$ cat src/rtl/edge_evt_pkg.sv
// Shared types and sizing helpers for the edge event queue.
package edge_evt_pkg;

   typedef enum logic {
      IDLE    = 1'b0,
      LOCKOUT = 1'b1
   } state_t;

   // Width of a down-counter that must hold values 0..lockout.
   function automatic int timer_w(input int lockout);
      return $clog2(lockout + 1);
   endfunction

endpackage

$ cat src/rtl/lockout_timer.sv
// Holdoff down-counter: load arms it to LOCKOUT_CYC-1, counts down to zero, done when zero.
// Latency: load/clr take effect on the next clock; no backpressure.
module lockout_timer
   import edge_evt_pkg::*;
#(
   parameter int LOCKOUT_CYC = 4
) (
   input  logic clk,
   input  logic rst_n,
   input  logic load,
   input  logic clr,
   output logic done
);

   localparam int TW = timer_w(LOCKOUT_CYC);
   localparam logic [TW-1:0] LOAD_VAL = TW'(LOCKOUT_CYC - 1);
   localparam logic [TW-1:0] ONE      = TW'(1);

   logic [TW-1:0] timer;

   always_ff @(posedge clk or negedge rst_n) begin
      if (!rst_n) begin
         timer <= '0;
      end else if (clr) begin
         timer <= '0;
      end else if (load) begin
         timer <= LOAD_VAL;
      end else if (timer != '0) begin
         timer <= timer - ONE;
      end
   end

   assign done = (timer == '0);

endmodule

$ cat src/rtl/edge_event_queue.sv
// Debounces rise pulses with a lockout window, counts accepted edges, and queues them for a consumer.
// Latency: accept/consume visible one cycle later; consumer backpressure via evt_ready, drops set sticky overflow.
module edge_event_queue
   import edge_evt_pkg::*;
#(
   parameter int LOCKOUT_CYC = 4,
   parameter int PEND_MAX    = 3,
   parameter int CNT_W       = 8
) (
   input  logic                          clk,
   input  logic                          rst_n,
   input  logic                          edge_in,
   input  logic                          clr,
   output logic                          evt_valid,
   input  logic                          evt_ready,
   output logic [$clog2(PEND_MAX+1)-1:0] pend_cnt,
   output logic [CNT_W-1:0]              evt_count,
   output logic                          overflow
);

   localparam int PW = $clog2(PEND_MAX + 1);
   localparam logic [PW-1:0]    PEND_FULL = PW'(PEND_MAX);
   localparam logic [PW-1:0]    PEND_ONE  = PW'(1);
   localparam logic [CNT_W-1:0] CNT_ONE   = CNT_W'(1);

   state_t        state, state_nxt;
   logic          accept;
   logic          take;
   logic          timer_done;
   logic [PW-1:0] pend_nxt;
   logic          drop;

   lockout_timer #(
      .LOCKOUT_CYC (LOCKOUT_CYC)
   ) u_timer (
      .clk   (clk),
      .rst_n (rst_n),
      .load  (accept),
      .clr   (clr),
      .done  (timer_done)
   );

   always_ff @(posedge clk or negedge rst_n) begin
      if (!rst_n) begin
         state <= IDLE;
      end else begin
         state <= state_nxt;
      end
   end

   always_comb begin
      state_nxt = state;
      if (clr) begin
         state_nxt = IDLE;
      end else begin
         case (state)
            IDLE:    if (edge_in) state_nxt = LOCKOUT;
            LOCKOUT: if (timer_done) state_nxt = IDLE;
            default: state_nxt = IDLE;
         endcase
      end
   end

   always_comb begin
      accept = 1'b0;
      if (state == IDLE && edge_in && !clr) begin
         accept = 1'b1;
      end
   end

   assign take = evt_valid & evt_ready & ~clr;

   // A consume in the same cycle frees the slot, so a full queue only drops without one.
   always_comb begin
      pend_nxt = pend_cnt;
      drop     = 1'b0;
      if (accept && !take) begin
         if (pend_cnt == PEND_FULL) begin
            drop = 1'b1;
         end else begin
            pend_nxt = pend_cnt + PEND_ONE;
         end
      end else if (!accept && take) begin
         pend_nxt = pend_cnt - PEND_ONE;
      end
   end

   always_ff @(posedge clk or negedge rst_n) begin
      if (!rst_n) begin
         pend_cnt  <= '0;
         evt_valid <= 1'b0;
         evt_count <= '0;
         overflow  <= 1'b0;
      end else if (clr) begin
         pend_cnt  <= '0;
         evt_valid <= 1'b0;
         evt_count <= '0;
         overflow  <= 1'b0;
      end else begin
         pend_cnt  <= pend_nxt;
         evt_valid <= (pend_nxt != '0);
         if (accept) evt_count <= evt_count + CNT_ONE;
         if (drop)   overflow  <= 1'b1;
      end
   end

endmodule

$ cat config.mk
export PLATFORM = sky130hd
export DESIGN_NAME = edge_event_queue
export DESIGN_NICKNAME = d
export VERILOG_FILES = /design/src/rtl/edge_evt_pkg.sv /design/src/rtl/lockout_timer.sv /design/src/rtl/edge_event_queue.sv
export SDC_FILE = /design/constraint.sdc
export NUM_CORES = 1
export LEC_CHECK = 0
export CAP_MARGIN = 20
export CORE_UTILIZATION = 45
export CTS_BUF_LIST = sky130_fd_sc_hd__clkbuf_4
export DETAILED_ROUTE_END_ITERATION = 8
export HOLD_SLACK_MARGIN = 0.12
export PLACE_DENSITY = 0.7
export SETUP_SLACK_MARGIN = 0.05
export SYNTH_ARGS = -nofsm -noshare
export SYNTH_HDL_FRONTEND = slang
export SYNTH_HIERARCHICAL = 1
export SYNTH_SLANG_ARGS = --single-unit
$ cat constraint.sdc
create_clock -name clk -period 1.4 [get_ports clk]
set_input_delay 0.35 -clock clk [delete_from_list [all_inputs] [get_ports clk]]
set_output_delay 0.35 -clock clk [all_outputs]
set_load 0.02 [all_outputs]
== After elaboration in Yosys (flattened, before gate mapping) ==
Cells that the tools add are included.

* Add/sub/neg operators: 4
* Bitwise gates (word level): 4
* Reduce and logical (&&, ||, !) cells: 13
* Equal/unequal tests: 1
* Mux-type cells: 19

{| class="wikitable"
|+ Operators with widths
! kind !! number
|-
| two-way mux 8 bit || 2
|-
| two-way mux 1 bit || 9
|-
| two-way mux 3 bit || 3
|-
| adder 8 x 1 -> 8 bit, second input constant || 1
|-
| two-way mux 2 bit || 4
|-
| nonzero test 2 bit || 3
|-
| nonzero test 3 bit || 2
|-
| logical AND 1 bit || 4
|-
| logical NOT 1 bit || 3
|-
| logical NOT 3 bit || 1
|-
| subtractor 3 x 1 -> 3 bit, second input constant || 1
|-
| adder 2 x 1 -> 2 bit, second input constant || 1
|-
| AND 1 bit || 2
|-
| == test 2 bit, second input constant || 1
|-
| NOT 1 bit || 2
|-
| one-hot mux 1 bit (2 select lines) || 1
|-
| subtractor 2 x 1 -> 2 bit, second input constant || 1
|}

* Bits in registers: 16
* Logic and storage cells: 47

== Depth between registers and ports, before layout ==
Gate-level depths: netlist of the first run.

* Depth after elaboration: 10
* Depth in mapped cells: 6
* Mapped depth without buffers: 6

== By module ==
Netlist of the first run, hierarchy kept.

{| class="wikitable"
|+ By module, submodules not included
! module !! times used !! cells each !! area an instance (um^2)
|-
| edge_event_queue || 1 || 63 || 665.6
|-
| lockout_timer || 1 || 18 || 190.2
|}

== Worst setup path before layout of the first run ==
Ideal clock, no wire load.

* Kind: register to register
* Start: register pend_cnt[0]
* End: register evt_valid
* Required time: 1.323 ns
* Arrival time: 1.208 ns
* Buffers on the path: 0
* Library setup time: 0.077 ns
* Cell stages (with the launch flop): 6
* Setup slack: 0.115 ns
* Cells stage by stage: dfrtp_1 inv_1 ha_1 mux2i_1 mux2i_1 a21oi_1

* Longest elaborated chain between the ends: 5

{| class="wikitable"
|+ RTL lines
! what !! RTL line !! source
|-
| start: declaration || edge_event_queue.sv:16 || <nowiki>output logic [$clog2(PEND_MAX+1)-1:0] pend_cnt,</nowiki>
|-
| start signal: assignment || edge_event_queue.sv:100 || <nowiki>pend_cnt <= pend_nxt;</nowiki>
|-
| subtractor 2 x 1 -> 2 bit (tied with other cells) || edge_event_queue.sv:84 || <nowiki>pend_nxt = pend_cnt - PEND_ONE;</nowiki>
|-
| two-way mux 2 bit, on equally long branches || edge_event_queue.sv:83, edge_event_queue.sv:78 ||
|-
| two-way mux 2 bit (*) || edge_event_queue.sv:77 || <nowiki>if (accept && !take) begin</nowiki>
|-
| nonzero test 2 bit (*) || edge_event_queue.sv:101 || <nowiki>evt_valid <= (pend_nxt != '0);</nowiki>
|-
| two-way mux 1 bit (*) || edge_event_queue.sv:94 || <nowiki>end else if (clr) begin</nowiki>
|-
| end signal: assignment || edge_event_queue.sv:101 ||
|-
| end: declaration || edge_event_queue.sv:14 || <nowiki>output logic evt_valid,</nowiki>
|}

Mark *: on every way between the ends. The rest lies on a longest branch, timed or not.
A chain may end at the register's enable or synchronous reset.

== Worst setup path in the final report of the first run ==
* Start: register evt_count[5]
* End: output evt_count[5]

{| class="wikitable"
|+ RTL lines
! what !! RTL line !! source
|-
| start: declaration || edge_event_queue.sv:17 || <nowiki>output logic [CNT_W-1:0] evt_count,</nowiki>
|-
| start signal: assignment || edge_event_queue.sv:102 || <nowiki>if (accept) evt_count <= evt_count + CNT_ONE;</nowiki>
|}

No word-level cell between the ends.

==> results.md, run 1 <==
- The flow ran to the end, and the final reports show no timing, DRC or antenna violations.
- The largest net degree at the start of global routing is 17.
- The via count of the first global-routing pass is between 600 and 700.
- By area the synthesized netlist is led by sky130_fd_sc_hd__dfrtp_1 (47%), sky130_fd_sc_hd__ha_1 (8.8%), sky130_fd_sc_hd__xor2_1 (6.1%).
- On the critical path, the stage with the largest delay is an instance of sky130_fd_sc_hd__dfrtp_1.
- Along the worst path, the maximum fanout reaches 2.
- The internal power of the cells totals ~0.92 mW.
- TritonCTS built the clock tree.
- The clock share of power is a little under a fifth.
- The cell family contributing the most delay on the critical path is flip-flops.
- The number of core rows is 15.
- The worst-case vdd ir drop is 740 uV.
- The synthesized netlist devotes 5.85% of its cell area to compound gates.
- Counting along the longest clock path gives a buffer depth of 2.
- The setup skew after layout is between 0.002 and 0.0025 ns.
- The proportion of synthesized chip area in sequential cells is between 40% and 50%.
- The routed layout has around 680 vias.
- Counting flops with an async set or reset pin after synthesis yields a share of 100%.
- The completed layout was analyzed and its total power is 1.39 mW.
- The share of total power dissipated in sequential elements is about two fifths.
- The initial antenna violation count is 0.
- For this run, the slowest stage of the critical path takes 0.39 ns.
- The number of buffers added by the clock tree synthesis step is 3.
- Global routing consumed, over all layers together, 19.5% of the routing resources.
- Of the cells placed in the final design, the portion with a size suffix greater than 1 is 27.2%.
- The final antenna diode count is 0.
- The post-synthesis average cell area is approximately 11 um^2.
- In this run the static leakage power is around 0.6 nW.
- The source of the critical timing path is evt_count[5].
- The post-detailed-route DRC marker count is 0.
- The area fraction in and, or, nand and nor cells after synthesis is 20.2%.
- The number of distinct library cells after synthesis is 23.
- The total overflow left after global routing is 0.
- The number of buffers added to fix hold violations after cts is 0.
- Setup repair after global routing left no endpoint under its margin.
- Counting flops with a built-in enable in the synthesized netlist gives 0.
- The number of sinks driven by the clock tree is 16.
- The H-tree level count is 1.
- For this run, the top clock speed supported by timing is 765 MHz.
- The max-cap check violation count is 0.
- The mean routed wirelength per cell is 12.3 um.
- The final weighted congestion in routability-driven placement is 0.734.
- Per report_power, the combinational group accounts for 40.1% of the total.
- The arrival time at the worst endpoint is between 0.9 and 1 ns.
- Clock-pin slew was measured on the worst setup and hold paths at approximately 0.1 ns.
- The number of buffers and inverters on the critical path is 1.
- The measured slew at the worst slew-check pin is between 0.3 and 0.4 ns.
- During synthesis, Yosys emitted a total of 6 warnings.
- The net load switching power is about 0.48 mW.
- Synthesis produced a netlist whose cell count is 81.
- The worst slew margin relative to its limit is 78.4%.
- The vertical die dimension is between 40 and 50 um.
- The total power divided by cell area is about 1200 nW/um^2.
- The most used flip-flop cell after synthesis is sky130_fd_sc_hd__dfrtp_1.
- The global-route wire length before repair is around 2.8 mm.
- Dividing the detail-routed via count by the number of cells gives between 4 and 5.
- The fraction of synthesized area in multiplexers is 5.85%.
- The net count of the finished layout is roughly 130.
- The placed wire-length estimate is roughly 1.2 mm.
- The synthesized netlist net count is 92.
- The area overhead of the layout relative to synthesis is 37.7%.
- Counting I/O delays and the setup requirement, the final critical path takes ~1.3 ns.
- After layout, the worst path uses about 93% of the clock period.
- Walking the worst path, the cells encountered are clkdlybuf4s15_1.
- The post-synthesis cell area is about 860 um^2.
- The count of buffers from port buffering is 16.
- The floorplan core area is between 1500 and 2000 um^2.
- The count of state elements after synthesis is 16.
- The post-synthesis share of cell area spent on full adders, half adders and majority gates is 8.77%.
- The required time reported for the critical path endpoint is about 1.1 ns.
- Setup violations remaining at the end of the flow were counted as 0.
- After routing the design area is about 1200 um^2.
- The total wire length after detailed routing is ~1.7 mm.
- The floorplan die area is 2080 um^2.
- At the later pin of the worst-skew pair, clock insertion delay measures ~0.28 ns.
- Yosys instantiated no cell more often than sky130_fd_sc_hd__dfrtp_1.
- The share of the synthesized netlist area taken by xor and xnor gates is 8.19%.
- The largest area contributor in the synthesized netlist is sky130_fd_sc_hd__dfrtp_1.
- The initial standard-cell utilization of the core is between 40% and 50%.
- The total cell area at the placement stage is approximately 1100 um^2.
- The number of pins with negative max-slew slack in the final report is 0.
- The first detailed-routing pass took 4 iterations.
- Net switching is 34.2% of the power.
- The root buffer cell is sky130_fd_sc_hd__clkbuf_4.
- The worst setup path is of the flip-flop to output port kind.
- The type of destination of the critical path is an output port.
- After synthesis, the most frequently instantiated cells are sky130_fd_sc_hd__dfrtp_1 (16), sky130_fd_sc_hd__nor2_1 (11), sky130_fd_sc_hd__ha_1 (6), sky130_fd_sc_hd__inv_1 (6), sky130_fd_sc_hd__xor2_1 (6).
- The class of the tightest hold or removal check is primary input to async pin.
- The I/O pin count is 17.
- The share of the core filled with cells in the final layout is 67.5%.
- The worst register-to-register path begins at pend_cnt[0].
- The detailed router finished its first iteration with 5 violations.
- The width of the die is between 40 and 50 um.
- In this run the remaining antenna-violating nets after routing total 0.
- The final number of hold-violating endpoints came to 0.
- The synthesized design devotes to its leading area cell type 46.8% of total area.
- The element type at the critical path start is a flip-flop.
- By area, the combinational part of the netlist is dominated by simple AND/OR/NAND/NOR gates.
==> flip-flops by register name (all words and copies together), names as in the netlist <==
| name | count |
|---|---|
| evt_count | 8 |
| overflow | 1 |
| state | 1 |
| pend_cnt | 2 |
| u_timer/timer | 3 |
| evt_valid | 1 |
==> worst paths after layout <==
path	endpoint	slack (ns)	depth (start not counted)
worst max-delay path	evt_count[5]	0.09	1
worst min-delay path	overflow	0.39	2
worst max register to register	evt_valid	0.12	6
worst min register to register	overflow	0.50	2
max in group asynchronous	evt_valid	0.83	2
min in group clk	overflow	0.50	2
==> repair_timing <==
item | CTS | global route
endpoints found under the setup margin | 18 | 20
resized for setup | 21 | 17
pin swaps | 0 | 3
buffers inserted | 2 | 1
==> power groups by stage <==
| stage | clock network [mW] | logic, mW | registers [mW] |
|---|---|---|---|
| after floorplan | 0 | 0.299 | 0.623 |
| after detailed placement | 0 | 0.519 | 0.588 |
| after CTS | 0.262 | 0.529 | 0.580 |
| after global placement | 0 | 0.503 | 0.584 |
| after global routing | 0.274 | 0.624 | 0.589 |
| final | 0.253 | 0.557 | 0.581 |
==> per-layer routing <==
layer  track usage, %  vias to the layer above  part of all wire, %
met3             3.57                        2                  2.8
met5                0                        -                    0
met1             24.5                      324                   46
met2             32.0                        9                   50
met4             9.09                        0                  1.3
li1                 -                      340                    -
==> through the flow <==
| step | instances | hold WS [ns] | TNS (ns) | setup WS, ns |
|---|---|---|---|---|
| 6_report | 139 | 0.393 | 0 | 0.0922 |
| 5_1_grt | 139 | 0.402 | 0 | 0.0508 |
| 4_1_cts | 138 | 0.401 | 0 | 0.0118 |
| 3_5_place_dp | 132 | 0.489 | -3.29 | -0.310 |
| 3_3_place_gp | 132 | 0.479 | -2.80 | -0.269 |
| 2_1_floorplan | 81 | 0.0544 | 0 | 0.115 |
==> layout make-up <==
type | instances | area, um^2
Clock buffer | 3 | 22.5
Inverter | 6 | 22.5
Clock inverter | 1 | 3.75
Sequential cell | 16 | 400
Multi-Input combinational cell | 57 | 435
Timing Repair Buffer | 31 | 263
Tap cell | 25 | 31.3
Fill cell | 145 | 567
==> cells in the final DEF, fill, tap and decap left out, drive strengths merged <==
master and n:
a211oi 2, a21oi 3, a311oi 1, a31oi 1, and3 2, buf 15, clkbuf 9, clkdlybuf4s15 6
clkdlybuf4s50 3, clkinv 1, dfrtp 16, dlymetal6s2s 1, ha 6, inv 6, mux2i 5, nand2 4
nand2b 3, nand4 5, nor2 11, nor2b 2, nor4b 2, or2b 1, or3b 1, xnor2 2
xor2 6
==> cell families (layout without fill, tap and decap cells) <==
logic type / Yosys count / in the layout
simple gates: 31 / 31
flops: 16 / 16
xor+xnor: 8 / 8
buf+inv: 8 / 41
compound gates: 7 / 7
fa+ha+maj: 6 / 6
mux: 5 / 5
No activity file was read; power rests on OpenSTA's default activity.
==> run 2: changes to the inputs <==
Settings changed: GPL_ROUTABILITY_DRIVEN from default to 0, PLACE_DENSITY 0.7 to 0.71.
==> run 2 against run 1 <==
Clock-buffer cell count is the same. Register-to-register slack worse by 0.12 ns. Largest cell class unchanged. Critical endpoint is now evt_valid. Combinational power rose by 19%. Final cell count is 4.3% higher.
==> results.md, run 2 (synthesis gave the netlist of run 1 again) <==
- The root buffer cell is sky130_fd_sc_hd__clkbuf_4.
- The global-route wire length before repair came to 3.12 mm (+10%).
- The measured slew at the worst slew-check pin came to 0.279 ns (-0.0400 ns).
- The largest net degree at the start of global routing is 17 (unchanged).
- The I/O pin count is 17 (unchanged).
- The floorplan die area was 2080 um^2 (unchanged).
- The buffer depth of the longest clock path is 2 (unchanged).
- The path class of the tightest hold or removal check is primary input to async pin.
- The non-filler instance count after layout is 145 (+4.3%).
- Setup repair after global routing could not meet its margin everywhere.
- The initial standard-cell utilization of the core was 49.0% (unchanged).
- For this design, the slowest cell found on the critical path is sky130_fd_sc_hd__dfrtp_1.
- Compared with the post-synthesis result, the final layout area differs by 47.4%.
- The maximum operating frequency is 717 MHz (-6.3%).
- The total power divided by cell area came to 1180 nW/um^2 (-0.14%).
- The H-tree level count is 1 (unchanged).
- The area taken by flip-flops and latches is 400 um^2 (unchanged).
- The all-layer global routing usage is 22.4% (+2.9 points).
- The most common cell after layout, fill and taps aside is sky130_fd_sc_hd__buf_4.
- The clock slew at the register clock pins of the worst setup and hold paths was 0.09 ns (about the same).
- The final setup TNS was 0 ns (unchanged).
- The via count normalized by instance count came to 5.14 (+5.9%).
- The number of placed instances, taps included is 134 (+1.5%).
- The delay contributed by the slowest stage of the critical path is 0.43 ns (+0.04 ns).
- The final number of hold-violating endpoints was 0 (unchanged).
- The total wire length after detailed routing is 2.05 mm (+20%).
- The total power is 1.49 mW (+6.9%).
- The final setup violation count is 0 (unchanged).
- The flow ran to the end, and the final reports show no timing, DRC or antenna violations.
- The share of the core filled with cells in the final layout was 72.3% (+4.7 points).
- Counting flops per register, the top entry is evt_count.
- The setup skew after layout is 0.00208 ns (-0.000256 ns).
- The vertical die dimension was 45.6 um (unchanged).
- The worst slew margin relative to its limit is 81.1% (+2.7 points).
- The mean routed wirelength per cell is 14.1 um (+15%).
- The largest registers in the layout are evt_count: 8 flops, u_timer/timer: 3 flops, pend_cnt: 2 flops.
- The final antenna diode count is 0 (unchanged).
- The max-cap check violation count is 0 (unchanged).
- The placed wire-length estimate was 1.29 mm (+5.6%).
- In the layout the commonest cells are sky130_fd_sc_hd__buf_4 (17), sky130_fd_sc_hd__dfrtp_1 (16), sky130_fd_sc_hd__nor2_1 (11).
- The number of fill cells in the layout is 146 (+0.69%).
- The width of the die is 45.6 um (unchanged).
- The worst-case vdd ir drop was 786 uV (+6.3%).
- The via count of the first global-routing pass came to 708 (+7.9%).
- Among the stages of the critical path, the cell type that occurs most often is sky130_fd_sc_hd__mux2i_1.
- The setup slack of the worst register-to-register path is 0.005 ns (-0.12 ns).
- The element type at the critical path start is a flip-flop.
- The peak fanout along the critical path is 5 (+3).
- The clock latency of the later-clocked register in the worst-skew pair is 0.28 ns (about the same).
- The arrival time at the worst endpoint was 1.61 ns (+0.65 ns).
- The shortest clock period the worst path allows after layout is 1.40 ns (+0.0874 ns).
- The final cycle utilization of the critical path is 99.7% (+6.2 points).
- The number of pins with negative max-slew slack in the final report is 0 (unchanged).
- The logic depth of the worst register-to-register path is 6 (unchanged).
- The post-detailed-route DRC marker count was 0 (unchanged).
- The number of detailed-route iterations in the first pass is 4 (unchanged).
- The number of core rows is 15 (unchanged).
- The residual overflow from global routing is 0 (unchanged).
- Walking the worst path, the cells encountered are nor2b_4, buf_4, buf_12, mux2i_1, mux2i_1, a21oi_1.
- The count of buffers from port buffering was 16 (unchanged).
- The number of buffers added by the clock tree synthesis step was 3 (unchanged).
- The floorplan core area is 1750 um^2 (unchanged).
- The number of sinks driven by the clock tree is 16 (unchanged).
- The total via count after detailed routing came to 746 (+11%).
- The initial antenna violation count is 0 (unchanged).
- The net total in the final layout was 133 (+5.6%).
- The flip-flop count of the largest register after layout is 8 (unchanged).
- The leakage power summed over all cells was 0.627 nW (+5.6%).
- The type of destination of the critical path is a flip-flop.
- The ratio of cells with drive above 1 in the final layout came to 36.7% (+9.5 points).
- The number of DRC markers in iteration 0 came to 12 (+7).
- The remaining number of nets flagged by the antenna check after routing was 0 (unchanged).
- The TritonCTS clock tree is built.
- The area of combinational cells with multiple inputs is 447 um^2 (+2.6%).
- The setup path with the least slack is of type flip-flop to flip-flop.
- The required time reported for the critical path endpoint is 1.62 ns (+0.57 ns).
## run 2: area by class of cell
| class | count | share of cell area, % |
|---|---|---|
| clock buffer | 3 | 1.79 |
| inverter | 6 | 1.98 |
| multi-input combinational | 57 | 35.4 |
| sequential | 16 | 31.7 |
| tap | 25 | 2.48 |
| timing repair buffer | 38 | 26.6 |
## run 2: path summary, 6_finish.rpt
check	from	endpoint
hold reg to reg	overflow	overflow
max in group asynchronous	rst_n	evt_count[1]
setup reg to reg	state	evt_valid
hold / removal	rst_n	evt_count[6]
setup / recovery	state	evt_valid
min in group clk	overflow	overflow
## run 2: where the power goes
group          switching, mW  internal [mW]
sequential            0.0527          0.529
combinational          0.319          0.346
clock                  0.140          0.100
total                  0.512          0.975
## run 2: layer usage
layer,track usage [%],up-vias,routed length (um),part of all wire [%]
met2,43.4,24,1130,55
met3,4.76,4,93,4.5
li1,-,354,-,-
met5,0,-,0,0
met4,9.09,0,24,1.2
met1,22.5,364,803,39
## run 2: critical path: cells and delay by family (launching register included)
kind / cells / cell delay [ns]
flip-flops: 1 / 0.43
AND/OR/NAND/NOR: 1 / 0.18
buffers and inverters: 2 / 0.25
multiplexers: 2 / 0.34
AO/OA/AOI/OAI: 1 / 0.14
## run 2: what timing repair did
item,4_1_cts,5_1_grt
cloned,1,0
pin swaps,1,3
setup endpoints to repair,16,17
hold buffers,0,0
buffers inserted,3,4
resized for setup,26,20
endpoints found under the hold margin,0,0
## run 2: per-stage QoR
step	hold slack, ns	cell area [um^2]	setup WS (ns)
after global routing	0.389	1260	-0.0662
after floorplan	0.0544	856	0.115
after global placement	0.490	1140	-0.260
after CTS	0.377	1230	0.0534
final	0.381	1260	0.00480
after detailed placement	0.494	1140	-0.334
